File: src/rtl/sdram_cmd_issue_if.sv
`default_nettype none
// ============================================================================
// Module      : sdram_cmd_issue_if
// Description : Command handshake and timing-status bundle between the SDRAM
//               main controller (master) and the command-issue stage (slave).
// Revision    : 1.0 - initial release
// ============================================================================
interface sdram_cmd_issue_if #(
  parameter int DW  = 16,
  parameter int RAW = 12
);

  logic                cmd_valid;
  logic [3:0]          cmd_type;
  logic [RAW-1:0]      cmd_addr;
  logic [1:0]          cmd_ba;
  logic [DW-1:0]       cmd_data;
  logic [DW/8-1:0]     cmd_dqm;
  logic                cmd_ready;
  logic                cmd_done;
  logic                precharge_ready;
  logic                active_ready;
  logic                write_ready;

  modport master (
    output cmd_valid, cmd_type, cmd_addr, cmd_ba, cmd_data, cmd_dqm,
    input  cmd_ready, cmd_done, precharge_ready, active_ready, write_ready
  );

  modport slave (
    input  cmd_valid, cmd_type, cmd_addr, cmd_ba, cmd_data, cmd_dqm,
    output cmd_ready, cmd_done, precharge_ready, active_ready, write_ready
  );

endinterface
`default_nettype wire

File: src/rtl/sdram_cmd_issue.sv
`default_nettype none
// ============================================================================
// Module      : sdram_cmd_issue
// Description : SDRAM command-issue stage. Registers accepted commands onto
//               the SDRAM pins one cycle later and enforces tRP/tRCD/tRFC/tMRD
//               waits, tRAS, tRC, tWR and read-to-write DQ turnaround.
// Revision    : 1.0 - initial release
// ============================================================================
module sdram_cmd_issue #(
  parameter int CLK_FREQ = 100,
  parameter int DW       = 16,
  parameter int RAW      = 12,
  parameter int tRP      = 20,
  parameter int tRCD     = 20,
  parameter int tRFC     = 70,
  parameter int tRAS     = 42,
  parameter int tRC      = 60,
  parameter int tWR      = 15,
  parameter int cMRD     = 2
) (
  input  logic              clk,
  input  logic              rst_n,
  sdram_cmd_issue_if.slave  ctrl,
  input  logic [2:0]        cfg_cas_latency,
  output logic              sdram_cke,
  output logic              sdram_cs_n,
  output logic              sdram_ras_n,
  output logic              sdram_cas_n,
  output logic              sdram_we_n,
  output logic [RAW-1:0]    sdram_addr,
  output logic [1:0]        sdram_ba,
  output logic [DW/8-1:0]   sdram_dqm,
  output logic [DW-1:0]     sdram_dq_out,
  output logic              sdram_dq_oe
);

  // Nanoseconds to clock cycles, rounded up.
  function automatic int f_ns2cyc(input int t_ns);
    return (t_ns * CLK_FREQ + 999) / 1000;
  endfunction

  function automatic int f_max1(input int v);
    return (v < 1) ? 1 : v;
  endfunction

  function automatic int f_max(input int a, input int b);
    return (a > b) ? a : b;
  endfunction

  // Bits needed to hold values 0..v.
  function automatic int f_width(input int v);
    return (v < 1) ? 1 : $clog2(v + 1);
  endfunction

  localparam int c_RP   = f_max1(f_ns2cyc(tRP));
  localparam int c_RCD  = f_max1(f_ns2cyc(tRCD));
  localparam int c_RFC  = f_max1(f_ns2cyc(tRFC));
  localparam int c_RAS  = f_max1(f_ns2cyc(tRAS));
  localparam int c_RC   = f_max1(f_ns2cyc(tRC));
  localparam int c_WR   = f_ns2cyc(tWR);
  localparam int c_MRD  = f_max1(cMRD);

  localparam int c_RAS_LD   = c_RAS - 1;
  localparam int c_RC_LD    = c_RC - 1;
  localparam int c_WR_LD    = (c_WR > 0) ? c_WR - 1 : 0;
  localparam int c_WAIT_MAX = f_max(f_max(c_RP, c_RCD), f_max(c_RFC, c_MRD));

  localparam int WAIT_W = f_width(c_WAIT_MAX);
  localparam int RAS_W  = f_width(c_RAS_LD);
  localparam int RC_W   = f_width(c_RC_LD);
  localparam int WR_W   = f_width(c_WR_LD);
  // Read turnaround holds CL+1, CL being up to 7 on the 3-bit input.
  localparam int RD_W   = 4;

  localparam logic [3:0] c_CMD_INHIBIT = 4'b1111;
  localparam logic [3:0] c_CMD_NOP     = 4'b0111;
  localparam logic [3:0] c_CMD_ACTIVE  = 4'b0011;
  localparam logic [3:0] c_CMD_READ    = 4'b0101;
  localparam logic [3:0] c_CMD_WRITE   = 4'b0100;
  localparam logic [3:0] c_CMD_PRE     = 4'b0010;
  localparam logic [3:0] c_CMD_REF     = 4'b0001;
  localparam logic [3:0] c_CMD_LMR     = 4'b0000;

  typedef enum logic [0:0] {
    ST_IDLE = 1'b0,
    ST_WAIT = 1'b1
  } state_t;

  state_t              r_state;
  state_t              w_state_nxt;
  logic [WAIT_W-1:0]   r_wait_cnt;
  logic [WAIT_W-1:0]   w_wait_nxt;
  logic [WAIT_W-1:0]   w_wait_load;
  logic                w_wait_done;

  logic [RAS_W-1:0]    r_ras_cnt;
  logic [RC_W-1:0]     r_rc_cnt;
  logic [WR_W-1:0]     r_wr_cnt;
  logic [RD_W-1:0]     r_rd_cnt;
  logic                r_rw_done;

  logic                w_is_act;
  logic                w_is_rd;
  logic                w_is_wr;
  logic                w_is_pre;
  logic                w_is_ref;
  logic                w_is_lmr;
  logic                w_is_timed;
  logic                w_accept;

  // Command decode; unrecognised encodings (NOP included) are never accepted.
  always_comb begin
    w_is_act   = (ctrl.cmd_type == c_CMD_ACTIVE);
    w_is_rd    = (ctrl.cmd_type == c_CMD_READ);
    w_is_wr    = (ctrl.cmd_type == c_CMD_WRITE);
    w_is_pre   = (ctrl.cmd_type == c_CMD_PRE);
    w_is_ref   = (ctrl.cmd_type == c_CMD_REF);
    w_is_lmr   = (ctrl.cmd_type == c_CMD_LMR);
    w_is_timed = w_is_act | w_is_pre | w_is_ref | w_is_lmr;
    w_accept   = ctrl.cmd_valid & (r_state == ST_IDLE) & (w_is_timed | w_is_rd | w_is_wr);
  end

  // Wait length selected by the command that opens the wait.
  always_comb begin
    w_wait_load = WAIT_W'(c_MRD);
    if (w_is_pre)      w_wait_load = WAIT_W'(c_RP);
    else if (w_is_act) w_wait_load = WAIT_W'(c_RCD);
    else if (w_is_ref) w_wait_load = WAIT_W'(c_RFC);
  end

  // State and wait counter registers.
  always_ff @(posedge clk) begin
    if (!rst_n) begin
      r_state    <= ST_IDLE;
      r_wait_cnt <= '0;
    end else begin
      r_state    <= w_state_nxt;
      r_wait_cnt <= w_wait_nxt;
    end
  end

  // Next-state logic: timed commands block acceptance until their wait expires.
  always_comb begin
    w_state_nxt = r_state;
    w_wait_nxt  = r_wait_cnt;
    w_wait_done = 1'b0;
    unique case (r_state)
      ST_IDLE: begin
        if (w_accept && w_is_timed) begin
          w_state_nxt = ST_WAIT;
          w_wait_nxt  = w_wait_load;
        end
      end
      ST_WAIT: begin
        if (r_wait_cnt <= WAIT_W'(1)) begin
          w_wait_done = 1'b1;
          w_state_nxt = ST_IDLE;
          w_wait_nxt  = '0;
        end else begin
          w_wait_nxt  = r_wait_cnt - WAIT_W'(1);
        end
      end
      default: begin
        w_state_nxt = ST_IDLE;
        w_wait_nxt  = '0;
      end
    endcase
  end

  // Pin stage: accepted command one cycle later, NOP otherwise, INHIBIT in reset.
  always_ff @(posedge clk) begin
    if (!rst_n) begin
      {sdram_cs_n, sdram_ras_n, sdram_cas_n, sdram_we_n} <= c_CMD_INHIBIT;
      sdram_addr   <= '0;
      sdram_ba     <= '0;
      sdram_dqm    <= '0;
      sdram_dq_out <= '0;
      sdram_dq_oe  <= 1'b0;
      r_rw_done    <= 1'b0;
    end else begin
      if (w_accept) begin
        {sdram_cs_n, sdram_ras_n, sdram_cas_n, sdram_we_n} <= ctrl.cmd_type;
        sdram_addr <= ctrl.cmd_addr;
        sdram_ba   <= ctrl.cmd_ba;
        sdram_dqm  <= ctrl.cmd_dqm;
      end else begin
        {sdram_cs_n, sdram_ras_n, sdram_cas_n, sdram_we_n} <= c_CMD_NOP;
      end
      sdram_dq_oe  <= w_accept & w_is_wr;
      sdram_dq_out <= (w_accept && w_is_wr) ? ctrl.cmd_data : '0;
      r_rw_done    <= w_accept & (w_is_rd | w_is_wr);
    end
  end

  // Row timing: tRAS and tRC both start at ACTIVE.
  always_ff @(posedge clk) begin
    if (!rst_n) begin
      r_ras_cnt <= '0;
      r_rc_cnt  <= '0;
    end else begin
      if (w_accept && w_is_act) begin
        r_ras_cnt <= RAS_W'(c_RAS_LD);
        r_rc_cnt  <= RC_W'(c_RC_LD);
      end else begin
        if (r_ras_cnt != '0) r_ras_cnt <= r_ras_cnt - RAS_W'(1);
        if (r_rc_cnt  != '0) r_rc_cnt  <= r_rc_cnt  - RC_W'(1);
      end
    end
  end

  // Write recovery from WRITE; read-to-write turnaround from READ.
  always_ff @(posedge clk) begin
    if (!rst_n) begin
      r_wr_cnt <= '0;
      r_rd_cnt <= '0;
    end else begin
      if (w_accept && w_is_wr)  r_wr_cnt <= WR_W'(c_WR_LD);
      else if (r_wr_cnt != '0) r_wr_cnt <= r_wr_cnt - WR_W'(1);

      if (w_accept && w_is_rd)  r_rd_cnt <= {1'b0, cfg_cas_latency} + RD_W'(1);
      else if (r_rd_cnt != '0) r_rd_cnt <= r_rd_cnt - RD_W'(1);
    end
  end

  assign sdram_cke            = 1'b1;
  assign ctrl.cmd_ready       = (r_state == ST_IDLE);
  assign ctrl.cmd_done        = rst_n & (w_wait_done | r_rw_done);
  assign ctrl.precharge_ready = (r_ras_cnt == '0) & (r_wr_cnt == '0);
  assign ctrl.active_ready    = (r_rc_cnt == '0);
  assign ctrl.write_ready     = (r_rd_cnt == '0);

endmodule
`default_nettype wire

File: src/flat_wrapper.sv
// flat-port wrapper written by rule: the top's interface ports become plain ports
module sdram_cmd_issue_flat 
#(
  parameter int CLK_FREQ = 100,
  parameter int DW       = 16,
  parameter int RAW      = 12,
  parameter int tRP      = 20,
  parameter int tRCD     = 20,
  parameter int tRFC     = 70,
  parameter int tRAS     = 42,
  parameter int tRC      = 60,
  parameter int tWR      = 15,
  parameter int cMRD     = 2
)
  (clk, rst_n, cfg_cas_latency, sdram_cke, sdram_cs_n, sdram_ras_n, sdram_cas_n, sdram_we_n, sdram_addr, sdram_ba, sdram_dqm, sdram_dq_out, sdram_dq_oe, ctrl_cmd_valid, ctrl_cmd_type, ctrl_cmd_addr, ctrl_cmd_ba, ctrl_cmd_data, ctrl_cmd_dqm, ctrl_cmd_ready, ctrl_cmd_done, ctrl_precharge_ready, ctrl_active_ready, ctrl_write_ready);
  sdram_cmd_issue_if #(.DW(DW), .RAW(RAW)) ctrl_i ();
  input  logic clk;
  input  logic rst_n;
  input  logic [2:0] cfg_cas_latency;
  output logic sdram_cke;
  output logic sdram_cs_n;
  output logic sdram_ras_n;
  output logic sdram_cas_n;
  output logic sdram_we_n;
  output logic [RAW-1:0] sdram_addr;
  output logic [1:0] sdram_ba;
  output logic [DW/8-1:0] sdram_dqm;
  output logic [DW-1:0] sdram_dq_out;
  output logic sdram_dq_oe;
  input wire logic [$bits(ctrl_i.cmd_valid)-1:0] ctrl_cmd_valid;
  input wire logic [$bits(ctrl_i.cmd_type)-1:0] ctrl_cmd_type;
  input wire logic [$bits(ctrl_i.cmd_addr)-1:0] ctrl_cmd_addr;
  input wire logic [$bits(ctrl_i.cmd_ba)-1:0] ctrl_cmd_ba;
  input wire logic [$bits(ctrl_i.cmd_data)-1:0] ctrl_cmd_data;
  input wire logic [$bits(ctrl_i.cmd_dqm)-1:0] ctrl_cmd_dqm;
  output wire logic [$bits(ctrl_i.cmd_ready)-1:0] ctrl_cmd_ready;
  output wire logic [$bits(ctrl_i.cmd_done)-1:0] ctrl_cmd_done;
  output wire logic [$bits(ctrl_i.precharge_ready)-1:0] ctrl_precharge_ready;
  output wire logic [$bits(ctrl_i.active_ready)-1:0] ctrl_active_ready;
  output wire logic [$bits(ctrl_i.write_ready)-1:0] ctrl_write_ready;
  assign ctrl_i.cmd_valid = ctrl_cmd_valid;
  assign ctrl_i.cmd_type = ctrl_cmd_type;
  assign ctrl_i.cmd_addr = ctrl_cmd_addr;
  assign ctrl_i.cmd_ba = ctrl_cmd_ba;
  assign ctrl_i.cmd_data = ctrl_cmd_data;
  assign ctrl_i.cmd_dqm = ctrl_cmd_dqm;
  assign ctrl_cmd_ready = ctrl_i.cmd_ready;
  assign ctrl_cmd_done = ctrl_i.cmd_done;
  assign ctrl_precharge_ready = ctrl_i.precharge_ready;
  assign ctrl_active_ready = ctrl_i.active_ready;
  assign ctrl_write_ready = ctrl_i.write_ready;
  sdram_cmd_issue #(.CLK_FREQ(CLK_FREQ), .DW(DW), .RAW(RAW), .tRP(tRP), .tRCD(tRCD), .tRFC(tRFC), .tRAS(tRAS), .tRC(tRC), .tWR(tWR), .cMRD(cMRD)) u_core (.clk(clk), .rst_n(rst_n), .ctrl(ctrl_i), .cfg_cas_latency(cfg_cas_latency), .sdram_cke(sdram_cke), .sdram_cs_n(sdram_cs_n), .sdram_ras_n(sdram_ras_n), .sdram_cas_n(sdram_cas_n), .sdram_we_n(sdram_we_n), .sdram_addr(sdram_addr), .sdram_ba(sdram_ba), .sdram_dqm(sdram_dqm), .sdram_dq_out(sdram_dq_out), .sdram_dq_oe(sdram_dq_oe));
endmodule
File: config.mk
export PLATFORM = sky130hd
export DESIGN_NAME = sdram_cmd_issue_flat
export DESIGN_NICKNAME = d
export VERILOG_FILES = /design/src/rtl/sdram_cmd_issue_if.sv /design/src/rtl/sdram_cmd_issue.sv /design/src/flat_wrapper.sv
export SDC_FILE = /design/constraint.sdc
export NUM_CORES = 1
export LEC_CHECK = 0
export ABC_AREA = 1
export BUFFER_PORTS_ARGS = -buffer_cell sky130_fd_sc_hd__buf_2
export CAP_MARGIN = 20
export CORE_MARGIN = 2
export CORE_UTILIZATION = 44
export DETAILED_ROUTE_END_ITERATION = 6
export PLACE_DENSITY = 0.75
export REMOVE_ABC_BUFFERS = 1
export SYNTH_ARGS = -nofsm -noshare
export SYNTH_HDL_FRONTEND = slang
export SYNTH_SLANG_ARGS = --single-unit
export TNS_END_PERCENT = 10
File: constraint.sdc
create_clock -name clk -period 1.7 [get_ports clk]
set_input_delay 0.17 -clock clk [delete_from_list [all_inputs] [get_ports clk]]
set_output_delay 0.17 -clock clk [all_outputs]
set_load 0.05 [all_outputs]
After elaboration in Yosys (flattened, before gate mapping)
Index checks and enable logic that the tools add are counted.
{ "word_totals": {"wordCells": 84, "inputBits": 42, "reg_bits": 53} }
{ "classes": {"eq_ne": 6, "n_addsub": 6, "n_bitwise": 16, "n_reduce_logical": 17, "magnitude_cmp": 1, "n_mux": 20} }
{ "ops": {"columns": ["op", "n"], "rows": [
  ["3-bit 2-to-1 mux", 9],
  ["3-bit by 1-bit subtractor with 3-bit output (second input constant)", 3],
  ["4-bit by 2-bit == test with 1-bit output (second input constant)", 2],
  ["4-bit by 3-bit == test with 1-bit output (second input constant)", 2],
  ["4-bit logical NOT", 2],
  ["4-bit 2-to-1 mux", 2],
  ["1-bit 2-to-1 mux", 7],
  ["1-bit OR", 7],
  ["1-bit AND", 6],
  ["3-bit logical NOT", 2],
  ["3-bit case mux with 2 select lines", 1],
  ["2-bit nonzero test", 3],
  ["3-bit nonzero test", 2],
  ["3-bit by 1-bit adder with 4-bit output (second input constant)", 1],
  ["4-bit by 1-bit == test with 1-bit output (second input constant)", 1],
  ["1-bit logical AND", 4],
  ["2-bit AND reduction", 2],
  ["4-bit nonzero test", 1],
  ["4-bit by 1-bit subtractor with 4-bit output (second input constant)", 1],
  ["3-bit by 1-bit less-or-equal comparator with 1-bit output (second input constant)", 1],
  ["1-bit inverter", 3],
  ["2-bit by 1-bit != test with 1-bit output (second input constant)", 1],
  ["1-bit case mux with 2 select lines", 1],
  ["2-bit OR reduction", 1],
  ["1-bit subtractor (second input constant)", 1]
]} }

Logic depth before layout (Yosys ltp)
{ "logic_depth": {"word_depth": 10, "ltp_mapped": 9} }

Least setup slack after synthesis
Ideal clock, no wire load.
{ "synth_timing": {"path_type": "reg2out", "from": "register u_core.r_state", "to": "output port ctrl_cmd_done", "n_path_buf": 0, "path_slack_ps": -40, "stages_incl_launch_ff": 5, "arrival_time_ps": 1570, "path_cell_list": "dfxtp_1 inv_1 a21oi_1 nor2_1 nor2_1"} }
{ "synth_via": {"elab_chain_cells": 3} }
{ "synth_lines": {"columns": ["element", "line", "rtl"], "rows": [
  ["from (decl)", "sdram_cmd_issue.sv:89", "state_t r_state;"],
  ["from (signal assigned)", "sdram_cmd_issue.sv:137", "r_state <= w_state_nxt;"],
  ["1-bit 2-to-1 mux", "sdram_cmd_issue.sv:147", "unique case (r_state)"],
  ["1-bit OR", "sdram_cmd_issue.sv:227", "assign ctrl.cmd_done = rst_n & (w_wait_done | r_rw_done);"],
  ["1-bit AND", "sdram_cmd_issue.sv:227", null],
  ["to (decl)", "flat_wrapper.sv:37", "output wire logic [$bits(ctrl_i.cmd_done)-1:0] ctrl_cmd_done;"]
]} }
Every way passes these cells.

Final worst setup path
{ "layout_timing": {"from": "register u_core.r_wait_cnt[0]", "to": "output port ctrl_cmd_done"} }
{ "layout_via": {"elab_chain_cells": 5} }
{ "layout_lines": {"columns": ["element", "line", "rtl"], "rows": [
  ["from (decl)", "sdram_cmd_issue.sv:91", "logic [WAIT_W-1:0] r_wait_cnt;"],
  ["from (signal assigned)", "sdram_cmd_issue.sv:138", "r_wait_cnt <= w_wait_nxt;"],
  ["3-bit by 1-bit less-or-equal comparator with 1-bit output", "sdram_cmd_issue.sv:155", "if (r_wait_cnt <= WAIT_W'(1)) begin"],
  ["1-bit 2-to-1 mux", "sdram_cmd_issue.sv:155", null],
  ["1-bit 2-to-1 mux", "sdram_cmd_issue.sv:147", null],
  ["1-bit OR", "sdram_cmd_issue.sv:227", null],
  ["1-bit AND", "sdram_cmd_issue.sv:227", null]
]} }
Every way passes these cells.

==> flow_metrics.env <==
export IMPL_status="complete, no violations"
export IMPL_dp_worst_setup_slack_ns=0.315
export IMPL_use_met3=0.0535
export IMPL_arrival_ns=1.42
export IMPL_worst_r2r_setup_slack_ns=0.27
export IMPL_synth_common_cells="65 x nor2_1, 52 x dfxtp_1, 49 x nand2_1, 45 x inv_1, 16 x nand3b_1"
export IMPL_final_hold_viol_count=0
export IMPL_grt_max_degree=20
export IMPL_power_frac_comb=0.367
export IMPL_clockPowerShare=0.242
export IMPL_pin_count=85
export IMPL_nFillCells=462
export IMPL_synth_edf_count=0
export IMPL_synthFlopType="dfxtp_1"
export IMPL_synth_area_leaders="dfxtp_1 47%, nor2_1 11%, nand2_1 8.2%, inv_1 7.6%, nand3b_1 5.4%"
export IMPL_root_buffer="clkbuf_8"
export IMPL_ir_drop_uv=872
export IMPL_path_clk_slew_ns=0.09
export IMPL_ff_latch_area_um2=1040
export IMPL_hold_depth=3
export IMPL_synth_area_um2=2230
export IMPL_timing_rr_start="u_core.r_state"
export IMPL_initial_core_util=0.463
export IMPL_final_cell_area_um2=2830
export IMPL_min_period_ns=1.59
export IMPL_drcViolationCount=0
export IMPL_async_reset_ff_frac=0
export IMPL_synth_simple_area_share=0.328
export IMPL_use_met2=0.285
export IMPL_finClkSkew_ns=0.00467
export IMPL_clock_sinks=52
export IMPL_cts_max_level=2
export IMPL_drtIter0Drc=63
export IMPL_nets=426
export IMPL_cp_start_kind="register"
export IMPL_drv_slew=0
export IMPL_synth_mux_area_frac=0
export IMPL_clockBufferDepth=2
export IMPL_power_internal_w=0.00231
export IMPL_cp_end_kind="output port"
export IMPL_antenna_found_initial=0
export IMPL_drive_gt1_frac=0.298
export IMPL_drtPass1Iterations=4
export IMPL_gp_congestion=0.778
export IMPL_grt_usage=0.169
export IMPL_multi_input_area_um2=976
export IMPL_vias_per_cell=4.47
export IMPL_fp_dieH_um=75.2
export IMPL_synth_xor_area_share=0.0157
export IMPL_final_cells=443
export IMPL_cap_viol_max_count=0
export IMPL_yosysWarnings=0
export IMPL_worstSkewPairLatency_ns=0.30
export IMPL_grt_overflow=0
export IMPL_crit_start="u_core.r_wait_cnt[0]"
export IMPL_swShare=0.367
export IMPL_grt_use_met1=0.202
export IMPL_period_share=0.933
export IMPL_dpl_hpwl_mm=3.51
export IMPL_syn_area_per_cell_um2=7.64
export IMPL_grt_pass1_vias=1802
export IMPL_syn_inst=292
export IMPL_ys_ff_latch=52
export IMPL_hp_start="ctrl_cmd_data[0]"
export IMPL_final_core_util=0.588
export IMPL_p_per_area_nw_per_um2=1290
export IMPL_min_path_type="input port to register"
export IMPL_synth_compound_area_frac=0.0348
export IMPL_die_x_um=75.2
export IMPL_worstPathMaxFanout=4
export IMPL_diodes=0
export IMPL_busiest_layer="met2"
export IMPL_crit_type="register to output port"
export IMPL_hold_end="u_core.sdram_dq_out[0]"
export IMPL_wl_per_cell_um=10.6
export IMPL_yosysTopAreaCell="dfxtp_1"
export IMPL_post_cts_buffers=0
export IMPL_syn_to_final_growth_pct=27.1
export IMPL_power_switching_w=0.00134
export IMPL_worstPathRequired_ns=1.53
export IMPL_cts_inserted_buffers=5
export IMPL_wirelength_mm=4.70
export IMPL_power_frac_seq=0.391
export IMPL_synth_top_cell_area_share=0.467
export IMPL_setup_ws_ns=0.113
export IMPL_synth_top_family_by_area="simple AND/OR/NAND/NOR gates"
export IMPL_ant_nets=0
export IMPL_setup_tns_ns=0
export IMPL_die_area_um2=5650
export IMPL_port_buffers=83
export IMPL_synth_most_common_cell="nor2_1"
export IMPL_rows=25
export IMPL_yosysSeqAreaShare=0.467
export IMPL_reg2reg_to="u_core.sdram_we_n"
export IMPL_finalSetupViolCount=0
export IMPL_coreArea_um2=4820
export IMPL_postPlaceCellArea_um2=2680
export IMPL_r2r_cells=6
export IMPL_dp_cells=435
export IMPL_cts_tree="done"
export IMPL_max_freq_ghz=0.630
export IMPL_grt_pass1_wl_mm=7.37
export IMPL_p_leak_nw=1.59
export IMPL_num_vias=1978
export IMPL_synth_cell_types=26
export IMPL_synthAdderAreaFrac=0.0505
-- repair_timing --
action                     CTS  global route
hold buffers                 0             0
setup endpoints to repair    1             2
resized for setup            1             8
pin swaps                    0             1
-- kinds of logic (layout without fill, tap and decap cells) --
kind of cell	after synthesis	after routing
other cells	1	1
buf+inv	55	139
compound gates	15	15
xor+xnor	4	4
flops	52	52
fa+ha+maj	9	9
simple gates	156	156
-- worst max-delay path: stages, from the launching register on --
cell	delay (ns)
dfxtp_1	0.38
ha_1	0.17
nand2_1	0.08
a21oi_2	0.15
nor2_1	0.05
nor2_1	0.11
buf_6	0.17
-- stage by stage --
step	hold slack [ns]	total power (W)
final	0.0660	0.00364
after global routing	0.0511	0.00390
after CTS	0.0604	0.00360
after detailed placement	0.387	0.00271
after global placement	0.383	0.00266
after floorplan	0.274	0.00242
-- power groups by stage --
stage / clock (W) / sequential [W] / combinational (W)
floorplan: 0 / 0.00155 / 0.000868
global placement: 0 / 0.00145 / 0.00121
detailed placement: 0 / 0.00145 / 0.00126
CTS: 0.000903 / 0.00142 / 0.00127
global route: 0.000967 / 0.00144 / 0.00150
finish: 0.000882 / 0.00143 / 0.00134
-- final cells by class --
| type | count | area share |
|---|---|---|
| flip-flops and latches | 52 | 0.367 |
| multi-input cells | 185 | 0.344 |
| repair buffers | 84 | 0.154 |
| inverters | 47 | 0.0623 |
| well taps | 67 | 0.0296 |
| clock buffers | 6 | 0.0291 |
| clock inverters | 2 | 0.0137 |
-- flip-flops by register name (all words and copies together), names as in the netlist --
| signal | count |
|---|---|
| u_core.sdram_dq_out | 16 |
| u_core.sdram_addr | 12 |
| u_core.r_rd_cnt | 4 |
| u_core.r_ras_cnt | 3 |
| u_core.r_rc_cnt | 3 |
| u_core.r_wait_cnt | 3 |
| u_core.sdram_ba | 2 |
| u_core.sdram_dqm | 2 |
| u_core.r_rw_done | 1 |
| u_core.r_state | 1 |
| u_core.r_wr_cnt | 1 |
| u_core.sdram_cas_n | 1 |
| u_core.sdram_cs_n | 1 |
| u_core.sdram_ras_n | 1 |
| u_core.sdram_we_n | 1 |
-- how the worst max path moves through the flow --
stage,end,slack [ns],cells past startpoint
after floorplan,ctrl_cmd_done,-0.04,4
after global placement,ctrl_cmd_done,0.36,7
after detailed placement,u_core.sdram_we_n,0.31,6
after CTS,ctrl_precharge_ready,0.004,6
after global routing,ctrl_cmd_done,-0.009,6
final,ctrl_cmd_done,0.11,6
-- layout by cell type (no fill, tap or decap), types with 2 or more instances in the layout --
cell       n
a21oi_1    8
buf_2     81
buf_6      2
clkbuf_8   6
dfxtp_1   52
ha_1       8
inv_1     44
inv_2      2
nand2_1   49
nand2_4    3
nand3_1    7
nand3b_1  16
nor2_1    65
nor2_2    10
nor3_1     2
o21ai_0    5
xor2_1     3
-- per-layer routing --
| layer | up-vias | part of all wire |
|---|---|---|
| met1 | 864 | 0.44 |
| met4 | 0 | 0.012 |
| met5 | - | 0 |
| met2 | 68 | 0.48 |
| li1 | 1041 | - |
| met3 | 5 | 0.062 |
Power figures use the tool's default switching activity.
